--- src/rtl/seq_alu_if.sv ---
// Purpose : operation request / completion bundle between a requester and seq_alu.
// Latency : wires only, no storage.
// Backpressure: requester must hold off START while BUSY is high (seq_alu drops it).
// Ports   : START/SELECT/DATA1/DATA2 requester->ALU; RESULT/ZERO/CARRY/BUSY/DONE ALU->requester.
interface seq_alu_if #(
   parameter int WIDTH = 8
);
   logic             START;
   logic [2:0]       SELECT;
   logic [WIDTH-1:0] DATA1;
   logic [WIDTH-1:0] DATA2;
   logic [WIDTH-1:0] RESULT;
   logic             ZERO;
   logic             CARRY;
   logic             BUSY;
   logic             DONE;

   modport master (
      output START, SELECT, DATA1, DATA2,
      input  RESULT, ZERO, CARRY, BUSY, DONE
   );

   modport slave (
      input  START, SELECT, DATA1, DATA2,
      output RESULT, ZERO, CARRY, BUSY, DONE
   );
endinterface

--- src/rtl/seq_alu.sv ---
// Purpose : multi-cycle ALU (fwd/add/and/or/sub/mult/sll/sra) with IDLE/EXEC/DONE FSM.
// Latency : result at START edge + L (L=1, WIDTH for MULT, max(1,min(DATA2,WIDTH)) for shifts), DONE next cycle.
// Backpressure: START is only sampled in IDLE; requests while BUSY are dropped, never queued.
// Ports   : CLK, RESET (sync, active high); bus = seq_alu_if slave (request in, result/flags/status out).
module seq_alu #(
   parameter int WIDTH = 8
) (
   input logic     CLK,
   input logic     RESET,
   seq_alu_if.slave bus
);
   localparam int CW = $clog2(WIDTH + 1);
   localparam logic [WIDTH-1:0] W_LIM = WIDTH'(WIDTH);

   localparam logic [2:0] OP_FWD = 3'b000;
   localparam logic [2:0] OP_ADD = 3'b001;
   localparam logic [2:0] OP_AND = 3'b010;
   localparam logic [2:0] OP_OR  = 3'b011;
   localparam logic [2:0] OP_SUB = 3'b100;
   localparam logic [2:0] OP_MUL = 3'b101;
   localparam logic [2:0] OP_SRA = 3'b111;

   typedef enum logic [1:0] {S_IDLE, S_EXEC, S_DONE} state_t;

   state_t           r_state;
   logic [2:0]       r_op;
   logic [WIDTH-1:0] r_a;
   logic [WIDTH-1:0] r_b;
   logic [WIDTH-1:0] r_acc;      // MULT partial sum, or shift working value
   logic [WIDTH-1:0] r_mcand;
   logic [WIDTH-1:0] r_mplier;
   logic             r_sh_en;    // shift amount non-zero; a zero shift still spends one cycle
   logic [CW-1:0]    r_cnt;      // remaining EXEC cycles minus one
   logic [WIDTH-1:0] r_result;
   logic             r_zero;
   logic             r_carry;
   logic             r_busy;
   logic             r_done;

   logic [WIDTH:0]   w_sum;
   logic [WIDTH:0]   w_dif;
   logic [WIDTH-1:0] w_mul;
   logic [WIDTH-1:0] w_shf;
   logic [WIDTH-1:0] w_res;
   logic             w_carry;
   logic [CW-1:0]    w_s;
   logic [CW-1:0]    w_cnt_init;

   // Datapath step for the current EXEC cycle; on the last cycle w_res is the final value.
   always_comb begin
      w_sum = {1'b0, r_a} + {1'b0, r_b};
      w_dif = {1'b0, r_a} - {1'b0, r_b};   // bit WIDTH is the borrow
      w_mul = r_acc + (r_mplier[0] ? r_mcand : '0);
      if (!r_sh_en)
         w_shf = r_acc;
      else if (r_op == OP_SRA)
         w_shf = {r_acc[WIDTH-1], r_acc[WIDTH-1:1]};
      else
         w_shf = {r_acc[WIDTH-2:0], 1'b0};
      w_res   = '0;
      w_carry = 1'b0;
      case (r_op)
         OP_FWD: w_res = r_b;
         OP_ADD: begin
            w_res   = w_sum[WIDTH-1:0];
            w_carry = w_sum[WIDTH];
         end
         OP_AND: w_res = r_a & r_b;
         OP_OR:  w_res = r_a | r_b;
         OP_SUB: begin
            w_res   = w_dif[WIDTH-1:0];
            w_carry = w_dif[WIDTH];
         end
         OP_MUL: w_res = w_mul;
         default: w_res = w_shf;
      endcase
   end

   // EXEC length from the request being accepted; shift amounts saturate at WIDTH.
   always_comb begin
      w_s = (bus.DATA2 >= W_LIM) ? CW'(WIDTH) : CW'(bus.DATA2);
      w_cnt_init = '0;
      if (bus.SELECT == OP_MUL)
         w_cnt_init = CW'(WIDTH - 1);
      else if (bus.SELECT[2:1] == 2'b11 && w_s != '0)
         w_cnt_init = w_s - CW'(1);
   end

   always_ff @(posedge CLK) begin
      if (RESET) begin
         r_state  <= S_IDLE;
         r_op     <= OP_FWD;
         r_a      <= '0;
         r_b      <= '0;
         r_acc    <= '0;
         r_mcand  <= '0;
         r_mplier <= '0;
         r_sh_en  <= 1'b0;
         r_cnt    <= '0;
         r_result <= '0;
         r_zero   <= 1'b1;
         r_carry  <= 1'b0;
         r_busy   <= 1'b0;
         r_done   <= 1'b0;
      end else begin
         case (r_state)
            S_IDLE: begin
               if (bus.START) begin
                  r_op     <= bus.SELECT;
                  r_a      <= bus.DATA1;
                  r_b      <= bus.DATA2;
                  r_mcand  <= bus.DATA1;
                  r_mplier <= bus.DATA2;
                  r_acc    <= (bus.SELECT == OP_MUL) ? '0 : bus.DATA1;
                  r_sh_en  <= (bus.DATA2 != '0);
                  r_cnt    <= w_cnt_init;
                  r_busy   <= 1'b1;
                  r_state  <= S_EXEC;
               end
            end
            S_EXEC: begin
               r_acc    <= (r_op == OP_MUL) ? w_mul : w_shf;
               r_mcand  <= r_mcand << 1;
               r_mplier <= r_mplier >> 1;
               if (r_cnt == '0) begin
                  r_result <= w_res;
                  r_zero   <= (w_res == '0);
                  r_carry  <= w_carry;
                  r_done   <= 1'b1;
                  r_state  <= S_DONE;
               end else begin
                  r_cnt <= r_cnt - CW'(1);
               end
            end
            S_DONE: begin
               r_done  <= 1'b0;
               r_busy  <= 1'b0;
               r_state <= S_IDLE;
            end
            default: begin
               r_done  <= 1'b0;
               r_busy  <= 1'b0;
               r_state <= S_IDLE;
            end
         endcase
      end
   end

   assign bus.RESULT = r_result;
   assign bus.ZERO   = r_zero;
   assign bus.CARRY  = r_carry;
   assign bus.BUSY   = r_busy;
   assign bus.DONE   = r_done;
endmodule

--- src/flat_wrapper.sv ---
// flat-port wrapper written by rule: the top's interface ports become plain ports
module seq_alu_flat 
#(
   parameter int WIDTH = 8
)
  (CLK, RESET, bus_START, bus_SELECT, bus_DATA1, bus_DATA2, bus_RESULT, bus_ZERO, bus_CARRY, bus_BUSY, bus_DONE);
  seq_alu_if #(.WIDTH(WIDTH)) bus_i ();
  input logic CLK;
  input logic RESET;
  input wire logic [$bits(bus_i.START)-1:0] bus_START;
  input wire logic [$bits(bus_i.SELECT)-1:0] bus_SELECT;
  input wire logic [$bits(bus_i.DATA1)-1:0] bus_DATA1;
  input wire logic [$bits(bus_i.DATA2)-1:0] bus_DATA2;
  output wire logic [$bits(bus_i.RESULT)-1:0] bus_RESULT;
  output wire logic [$bits(bus_i.ZERO)-1:0] bus_ZERO;
  output wire logic [$bits(bus_i.CARRY)-1:0] bus_CARRY;
  output wire logic [$bits(bus_i.BUSY)-1:0] bus_BUSY;
  output wire logic [$bits(bus_i.DONE)-1:0] bus_DONE;
  assign bus_i.START = bus_START;
  assign bus_i.SELECT = bus_SELECT;
  assign bus_i.DATA1 = bus_DATA1;
  assign bus_i.DATA2 = bus_DATA2;
  assign bus_RESULT = bus_i.RESULT;
  assign bus_ZERO = bus_i.ZERO;
  assign bus_CARRY = bus_i.CARRY;
  assign bus_BUSY = bus_i.BUSY;
  assign bus_DONE = bus_i.DONE;
  seq_alu #(.WIDTH(WIDTH)) u_core (.CLK(CLK), .RESET(RESET), .bus(bus_i));
endmodule
--- config.mk ---
export PLATFORM = sky130hd
export DESIGN_NAME = seq_alu_flat
export DESIGN_NICKNAME = d
export VERILOG_FILES = /design/src/rtl/seq_alu_if.sv /design/src/rtl/seq_alu.sv /design/src/flat_wrapper.sv
export SDC_FILE = /design/constraint.sdc
export NUM_CORES = 1
export LEC_CHECK = 0
export CORE_UTILIZATION = 29
export DETAILED_ROUTE_END_ITERATION = 16
export SLEW_MARGIN = 20
export SYNTH_ARGS = -nofsm -noshare
export SYNTH_HDL_FRONTEND = slang
export SYNTH_SLANG_ARGS = --single-unit
--- constraint.sdc ---
create_clock -name CLK -period 4 [get_ports CLK]
set_clock_uncertainty 0.2 [all_clocks]
set_input_delay 0.8 -clock CLK [delete_from_list [all_inputs] [get_ports CLK]]
set_output_delay 0.8 -clock CLK [all_outputs]
set_load 0.02 [all_outputs]
Yosys cells after proc, flatten, opt, wreduce, memory -nomap -nowiden
Index checks and enable logic that the tools add are counted.
- memories: 0
- bits in latches: 0
- bits of input ports: 22
- bits in writable memories: 0
- output and inout bits: 12
- register bits: 62
- bits in read-only memories: 0
- logic and storage cells: 77
- add/sub/neg operators: 5
- magnitude comparators: 1
- multiply operators: 0
- div/mod/pow operators: 0
- shift-type cells: 0
- eq/ne operators: 12
- reduce and logical (&&, ||, !) cells: 15
- bitwise operators: 4
- mux-type cells: 26
- operator list (operator ; number):
    $mux W8 ; 8
    $pmux W8 S2 ; 3
    $pmux W8 S6 ; 1
    $mux W4 ; 5
    $eq A3 B3 Y1 const B ; 4
    $reduce_and A2 Y1 ; 6
    $add A8 B8 Y9 ; 1
    $sub A8 B8 Y9 ; 1
    $add A8 B8 Y8 ; 1
    $and A8 B8 Y8 ; 1
    $ge A8 B4 Y1 const B ; 1
    $logic_not A8 Y1 ; 1
    $or A8 B8 Y8 ; 1
    $pmux W4 S2 ; 1
    $reduce_bool A8 Y1 ; 1
    $sub A4 B1 Y4 const B ; 2
    $eq A3 B2 Y1 const B ; 2
    $pmux W1 S2 ; 3
    $logic_not A4 Y1 ; 1
    $mux W2 ; 2
    $ne A2 B2 Y1 const B ; 2
    $pmux W2 S2 ; 1
    $reduce_bool A4 Y1 ; 1
    $eq A3 B1 Y1 const B ; 1
    10 further kinds ; 12

Logic depth before layout (Yosys ltp)
Gate-level depths: netlist of run 1.
- depth in word-level cells: 8
- mapped depth: 11
- mapped depth without buffers: 11

Worst setup path after synthesis of run 1
Ideal clock, no wire load.
- kind: register -> register
- start: register u_core.r_b[1]
- end: register u_core.r_zero, in the netlist u_core.bus.ZERO
- arrival time: 2773 ps
- clock period less this slack: 3057 ps
- path buffers: 0
- stages on the path, launching flop included: 10
- library setup time: 84 ps
- path slack: 943 ps
- required time: 3716 ps
- path through: dfxtp_1 > inv_1 > ha_1 > o21ba_1 > or4_4 > and3b_1 > a221o_1 > a211o_1 > a2111o_1 > o31ai_2
- cells in the longest elaborated chain, start to end: 3
- elaborated cells on any way between the ends: 6
- classes of those cells: add/sub (2); mux (1); bitwise (2); reduce/logical (1)
- ends and longest elaborated chain (what ; line ; source):
    from (decl) ; seq_alu.sv:28 ; logic [WIDTH-1:0] r_b;
    from (signal assigned) ; seq_alu.sv:111 ; r_b <= bus.DATA2;
    $sub A8 B8 Y9, or another cell as far along ; seq_alu.sv:52 ; w_dif = {1'b0, r_a} - {1'b0, r_b};
    $pmux W8 S6 (*) ; seq_alu.sv:62 ; case (r_op)
    $logic_not A8 Y1 (*) ; seq_alu.sv:127 ; r_zero <= (w_res == '0);
    to (signal assigned) ; seq_alu.sv:127 ;
    to (decl) ; seq_alu.sv:35 ; logic r_zero;
Mark *: on every way between the ends. The rest lies on a longest branch, timed or not.
A chain may end at the register's enable or synchronous reset.

Worst setup path in the final report of run 1
Same ends and word-level chain as after synthesis.

==> impl_metrics.json, run 1 <==
{
  "grt_pass1_vias": 4232,
  "outcome": "complete, no violations",
  "dieArea_um2": 15900,
  "leakagePower_nw": 2.03,
  "cts_made_buffers": 9,
  "period_share_pct": 81.1,
  "crit_buf_inv": 1,
  "min_path_cells": 2,
  "grt_usage_pct": 17.4,
  "synth_cell_types": 69,
  "syn_inst": 591,
  "timing.rr.end": "u_core.bus.ZERO$_SDFFE_PP1P_",
  "die_x_um": 126,
  "routedWlPerCell_um": 16.7,
  "insertion_delay_ns": 0.34,
  "wirelength_um": 13300,
  "power.share.combinational_pct": 30.2,
  "synth_top_area_cell": "dfxtp_1",
  "vias_per_cell": 5.54,
  "max_cap_viol_count": 0,
  "critical_path_arrival_ns": 3.29,
  "reg2reg_slack_ns": 0.76,
  "gp_congestion": 0.882,
  "clkSlewWorstSetupHoldPaths_ns": 0.06,
  "nets": 664,
  "diodes": 0,
  "clock_sinks": 62,
  "path_delay_family": "compound AO/OA/AOI/OAI gates",
  "setup_tns_ns": 0,
  "cts.path.max_buffers": 2,
  "start_kind": "register",
  "ys_ff_latch": 62,
  "drtPass1Iterations": 5,
  "p_per_area_nw_per_um2": 435,
  "path_class": "reg -> reg",
  "cts_tree": "done",
  "maxSlewViolCount": 0,
  "grt_overflow_total": 0,
  "worst_pin_slew_ns": 0.897,
  "fmax_ghz": 0.308,
  "synth_most_common_cell": "nand2_1",
  "synth.avg_cell_area_um2": 7.55,
  "r2r_cells": 9,
  "cp_slowest_stage_delay_ns": 0.43,
  "worstHoldStart": "u_core.bus.RESULT[5]$_SDFFE_PP0P_",
  "die-height_um": 126,
  "io_pins": 34,
  "num-fill-cells": 1543,
  "initial_core_util_pct": 30.2,
  "switching_share_pct": 34.9,
  "coreArea_um2": 14800,
  "seqPwrFrac_pct": 34.1,
  "synth_edf_count": 0,
  "p_switching_mw": 0.788,
  "peakVddDrop_mv": 0.292,
  "cts_setup_buffers": 0,
  "antenna_left": 0,
  "regArea_um2": 1240,
  "drt_iter0_drc": 300,
  "portBuffers": 33,
  "synthesis.area_um2": 4460,
  "cell_internal_pwr_mw": 1.47,
  "area_delta_synth_final_pct": 16.5,
  "vias": 4396,
  "yosysWarnings": 0,
  "crit_chain": "inv_1 > ha_1 > o21ba_1 > or4_4 > and3b_1 > a221o_1 > a211o_1 > a2111o_1 > o31ai_2",
  "clockPowerShare_pct": 35.6,
  "p_total_mw": 2.26,
  "hpwl_um": 9910,
  "drc": 0,
  "crit_slowest_cell": "or4_4",
  "slew_headroom_pct": 40.2,
  "reg2reg_from": "u_core.r_b[1]$_SDFFE_PP0P_",
  "min_path_type": "reg -> reg",
  "finalSetupViolations": 0,
  "cp_max_fo": 5,
  "rows": 44,
  "critPathRequiredTime_ns": 4.05,
  "clockRootBuffer": "clkbuf_16",
  "finalHoldViolCount": 0,
  "syn-num-nets": 650,
  "antenna_found_initial": 0,
  "min_to": "u_core.bus.RESULT[5]$_SDFFE_PP0P_",
  "synth_top_area_share_pct": 27.8,
  "synthFlopType": "dfxtp_1",
  "hold_buffers": 0,
  "ys_async_sr_fraction_pct": 0,
  "rsz0062_at_grt": "false",
  "htree_levels": 3,
  "grt_max_degree": 46,
  "grt_pass1_wl_um": 21900,
  "multi_input_area_um2": 2920,
  "drive_gt1_share_pct": 5.90,
  "min_period_ns": 3.24,
  "post_cts_resized": 0,
  "synthTopCellsByCount": "nand2_1 (99), dfxtp_1 (62), a21oi_1 (56)",
  "seq_area_frac_synth_pct": 27.8,
  "end_kind": "register",
  "ys_top_cells_by_area": "dfxtp_1 (28%), ha_1 (9.5%), nand2_1 (8.3%)"
}
## layout make-up
type	instances	share of cell area, %
Clock buffer	10	4.60
Clock inverter	6	1.37
Inverter	29	2.09
Multi-Input combinational cell	462	56.2
Sequential cell	62	23.9
Tap cell	184	4.43
Timing Repair Buffer	41	7.41
## layout by cell type, fill, tap and decap left out, drive strengths merged, types with 4 or more instances in the layout
cell type	synthesis	final
o22ai	4	4
clkdlybuf4s50	0	32
ha	34	34
inv	29	29
a31oi	5	5
dfxtp	62	62
a211oi	8	8
nand3	13	13
a311oi	21	21
nor3	13	13
and2	8	8
mux2i	10	10
a21oi	56	56
buf	8	9
o21ai	24	24
nand3b	6	6
o21a	4	4
a21o	7	7
nor3b	4	4
a221oi	5	5
nor2b	18	18
nand2	99	99
o211ai	4	4
nor2	50	50
clkbuf	29	10
nand2b	8	8
xor2	5	5
## power groups by stage
stage | clock network (mW) | logic, mW | registers [mW]
after floorplan | 0 | 0.476 | 0.778
after detailed placement | 0 | 0.674 | 0.784
after global placement | 0 | 0.663 | 0.781
after CTS | 0.822 | 0.677 | 0.771
after global routing | 0.844 | 0.759 | 0.783
final | 0.805 | 0.683 | 0.772
## registers in the layout, indices dropped and copies added (netlist names)
register and cells:
u_core.bus.CARRY 1, u_core.bus.RESULT 8, u_core.r_mplier 8, u_core.bus.BUSY 1, u_core.r_state 2, u_core.r_cnt 4
u_core.r_op 3, u_core.r_acc 8, u_core.r_b 8, u_core.r_a 8, u_core.r_mcand 8, u_core.r_sh_en 1
u_core.bus.ZERO 1, u_core.bus.DONE 1
## stage by stage
step / setup WS, ns / area, µm² / util [%] / std cells / hold slack (ns)
2_1_floorplan: 0.943 / 4460 / - / 591 / 0.237
3_3_place_gp: 0.682 / 4890 / 33.1 / 778 / 0.246
3_5_place_dp: 0.633 / 4890 / 33.1 / 778 / 0.250
4_1_cts: 0.762 / 5200 / 35.2 / 794 / 0.257
5_1_grt: 0.674 / 5200 / 35.2 / 794 / 0.276
6_report: 0.757 / 5200 / 35.2 / 794 / 0.253
## layer usage
layer	global-route usage [%]	share of wire (%)
met2	28.9	47
met3	2.76	4.1
met5	0	0
met4	7.58	3.3
met1	22.2	46
## worst max path at each step
stage,startpoint,endpoint,depth (start not counted)
2_1_floorplan,u_core.r_b[1]$_SDFFE_PP0P_,u_core.bus.ZERO$_SDFFE_PP1P_,9
3_3_place_gp,bus_DATA2[4],u_core.r_cnt[2]$_SDFFE_PP0P_,10
3_5_place_dp,bus_DATA2[4],u_core.r_cnt[2]$_SDFFE_PP0P_,10
4_1_cts,u_core.r_b[1]$_SDFFE_PP0P_,u_core.bus.ZERO$_SDFFE_PP1P_,9
5_1_grt,u_core.r_b[1]$_SDFFE_PP0P_,u_core.bus.ZERO$_SDFFE_PP1P_,9
6_report,u_core.r_b[1]$_SDFFE_PP0P_,u_core.bus.ZERO$_SDFFE_PP1P_,9
## kinds of logic (layout without fill, tap and decap cells)
family | Yosys count | count (layout) | share of synthesized area, %
multiplexers | 11 | 11 | 2.50
AO/OA/AOI/OAI | 169 | 169 | 25.5
XOR/XNOR | 8 | 8 | 1.57
flip-flops | 62 | 62 | 27.8
adder cells (fa/ha/maj) | 37 | 37 | 10.9
buffers and inverters | 67 | 86 | 6.70
AND/OR/NAND/NOR | 237 | 237 | 25.0
## worst min-delay path: cells and delay by family (launching register included)
kind | cells | cell delay [ns]
flops | 1 | 0.30
simple gates | 1 | 0.05
compound gates | 1 | 0.05
(Power assumes the default switching activity.)
==> inputs of run 2 (changes only) <==
==> constraint.sdc (replaced) <==
create_clock -name CLK -period 2.95 [get_ports CLK]
set_clock_uncertainty 0.2 [all_clocks]
set_input_delay 0.59 -clock CLK [delete_from_list [all_inputs] [get_ports CLK]]
set_output_delay 0.59 -clock CLK [all_outputs]
set_load 0.02 [all_outputs]
==> run 2 against run 1 <==
Cell count rose by 4.9%. Flip-flop and latch count did not move. Die area did not move. Design area rose by 7.3%. Fmax rose by 12%. Via count rose by 3.4%. Register-to-register slack got worse by 0.72 ns. Worst setup slack got worse by 0.72 ns.
==> impl_metrics.json, run 2 (same netlist as run 1, synthesis figures left out) <==
{
  "outcome": "complete, no violations",
  "critical_path_arrival_ns": 2.96,
  "finalHoldViolCount": 0,
  "dr_wl_met3_um": 809,
  "cp_max_fo": 2,
  "antenna_left": 0,
  "crit_chain": "inv_4 > ha_4 > o21ba_4 > or4_4 > and3b_1 > a221o_1 > a211o_1 > a2111o_1 > o31ai_2",
  "routedWlPerCell_um": 16.8,
  "worstHoldStart": "u_core.r_mplier[7]$_SDFFE_PP0P_",
  "rows": 44,
  "dieArea_um2": 15900,
  "antenna_found_initial": 0,
  "cts.path.max_buffers": 2,
  "vias": 4547,
  "wirelength_um": 14000,
  "cell_internal_pwr_mw": 2.04,
  "nets": 703,
  "io_pins": 34,
  "maxSlewViolCount": 0,
  "cp_slowest_stage_delay_ns": 0.42,
  "power.share.combinational_pct": 33.8,
  "clockPowerShare_pct": 32.8,
  "reg2reg_from": "u_core.r_b[1]$_SDFFE_PP0P_",
  "max_cap_viol_count": 0,
  "drtPass1Iterations": 6,
  "finalSetupViolations": 0,
  "cts_made_buffers": 9,
  "area_delta_synth_final_pct": 25.0,
  "worst_pin_slew_ns": 0.785,
  "start_kind": "register",
  "vias_per_cell": 5.46,
  "min_path_type": "reg -> reg",
  "rsz0062_at_grt": "true",
  "placed_cells": 817,
  "grt_usage_pct": 17.8,
  "die-height_um": 126,
  "clock_sinks": 62,
  "drt_iter0_drc": 368,
  "grt_pass1_wl_um": 22500,
  "initial_core_util_pct": 30.2,
  "drive_gt1_share_pct": 13.3,
  "period_share_pct": 98.6,
  "crit_slowest_cell": "or4_4",
  "path_delay_family": "compound AO/OA/AOI/OAI gates",
  "coreArea_um2": 14800,
  "min_period_ns": 2.91,
  "die_x_um": 126,
  "layoutNonFillerInstCount": 833,
  "path_class": "reg -> reg",
  "crit_start": "u_core.r_b[1]$_SDFFE_PP0P_",
  "end_kind": "register",
  "hpwl_um": 10300,
  "wirelength_met1_um": 6150,
  "drc": 0,
  "fmax_ghz": 0.344,
  "hold_ws_ns": 0.259,
  "grt_max_degree": 42,
  "insertion_delay_ns": 0.34,
  "final_common_cell": "nand2_1",
  "slew_headroom_pct": 47.6,
  "seqPwrFrac_pct": 33.4,
  "cp_num_cells": 9,
  "peakVddDrop_mv": 0.289,
  "r2r_cells": 9,
  "p_per_area_nw_per_um2": 557,
  "final_cell_mix": "nand2_1 (99), dfxtp_1 (58), a21oi_1 (56), nor2_1 (50), buf_4 (44)",
  "gp_congestion": 0.973,
  "leakagePower_nw": 2.23,
  "p_switching_mw": 1.06,
  "utilization_pct": 37.8,
  "top_layer_used": "met4",
  "switching_share_pct": 34.3,
  "placed_area_um2": 5230,
  "htree_levels": 3,
  "min_path_cells": 2,
  "clkSlewWorstSetupHoldPaths_ns": 0.05,
  "grt_overflow_total": 0,
  "met2_length_um": 6600,
  "grt_pass1_vias": 4384,
  "stdcell_area_um2": 5580,
  "portBuffers": 33,
  "diodes": 0,
  "critPathRequiredTime_ns": 3.00,
  "crit_buf_inv": 1,
  "clockRootBuffer": "clkbuf_16",
  "cts_tree": "done"
}
run 2: power by group through the flow:
stage / clock network (mW) / registers [mW] / logic (mW)
after detailed placement: 0 / 1.05 / 1.01
after global routing: 1.06 / 1.05 / 1.16
final: 1.02 / 1.04 / 1.05
after CTS: 1.03 / 1.03 / 1.03
after global placement: 0 / 1.05 / 0.994
after floorplan: 0 / 1.06 / 0.646
run 2: tightest hold or removal path, cell delays in order (launching register included):
cell and delay (ns):
dfxtp_1 0.30, nand2_1 0.05, a21oi_1 0.05
run 2: timing repair:
item | 4_1_cts | 5_1_grt
resized for setup | 5 | 8
hold buffers | 0 | 0
pin swaps | 2 | 4
setup endpoints to repair | 1 | 3
buffers inserted | 0 | 0
run 2: stage by stage:
step	worst slack [ns]	setup TNS, ns	power [mW]
3_3_place_gp	-0.0565	-0.0565	2.04
6_report	0.0416	0	3.11
5_1_grt	-0.0368	-0.0475	3.27
2_1_floorplan	0.0400	0	1.70
3_5_place_dp	-0.0620	-0.0865	2.06
4_1_cts	0.00218	0	3.09
run 2: final timing paths:
kind / endpoint / slack, ns
worst min register to register: u_core.r_mplier[7]$_SDFFE_PP0P_ / 0.26
worst max register to register: u_core.bus.ZERO$_SDFFE_PP1P_ / 0.04
worst max-delay path: u_core.bus.ZERO$_SDFFE_PP1P_ / 0.04
worst min-delay path: u_core.r_mplier[7]$_SDFFE_PP0P_ / 0.26
run 2: final cells by class:
class / instances / area [µm²]
clock buffer: 16 / 282
fill: 1525 / 9180
inverter: 29 / 111
multi-input combinational: 462 / 2990
sequential: 62 / 1250
tap: 184 / 230
timing repair buffer: 80 / 716
run 2: routing by layer:
metal | global-route usage, % | vias to the layer above
li1 | - | 2208
met3 | 3.23 | 27
met1 | 22.6 | 2150
met5 | 0 | -
met2 | 29.9 | 162
met4 | 7.16 | 0
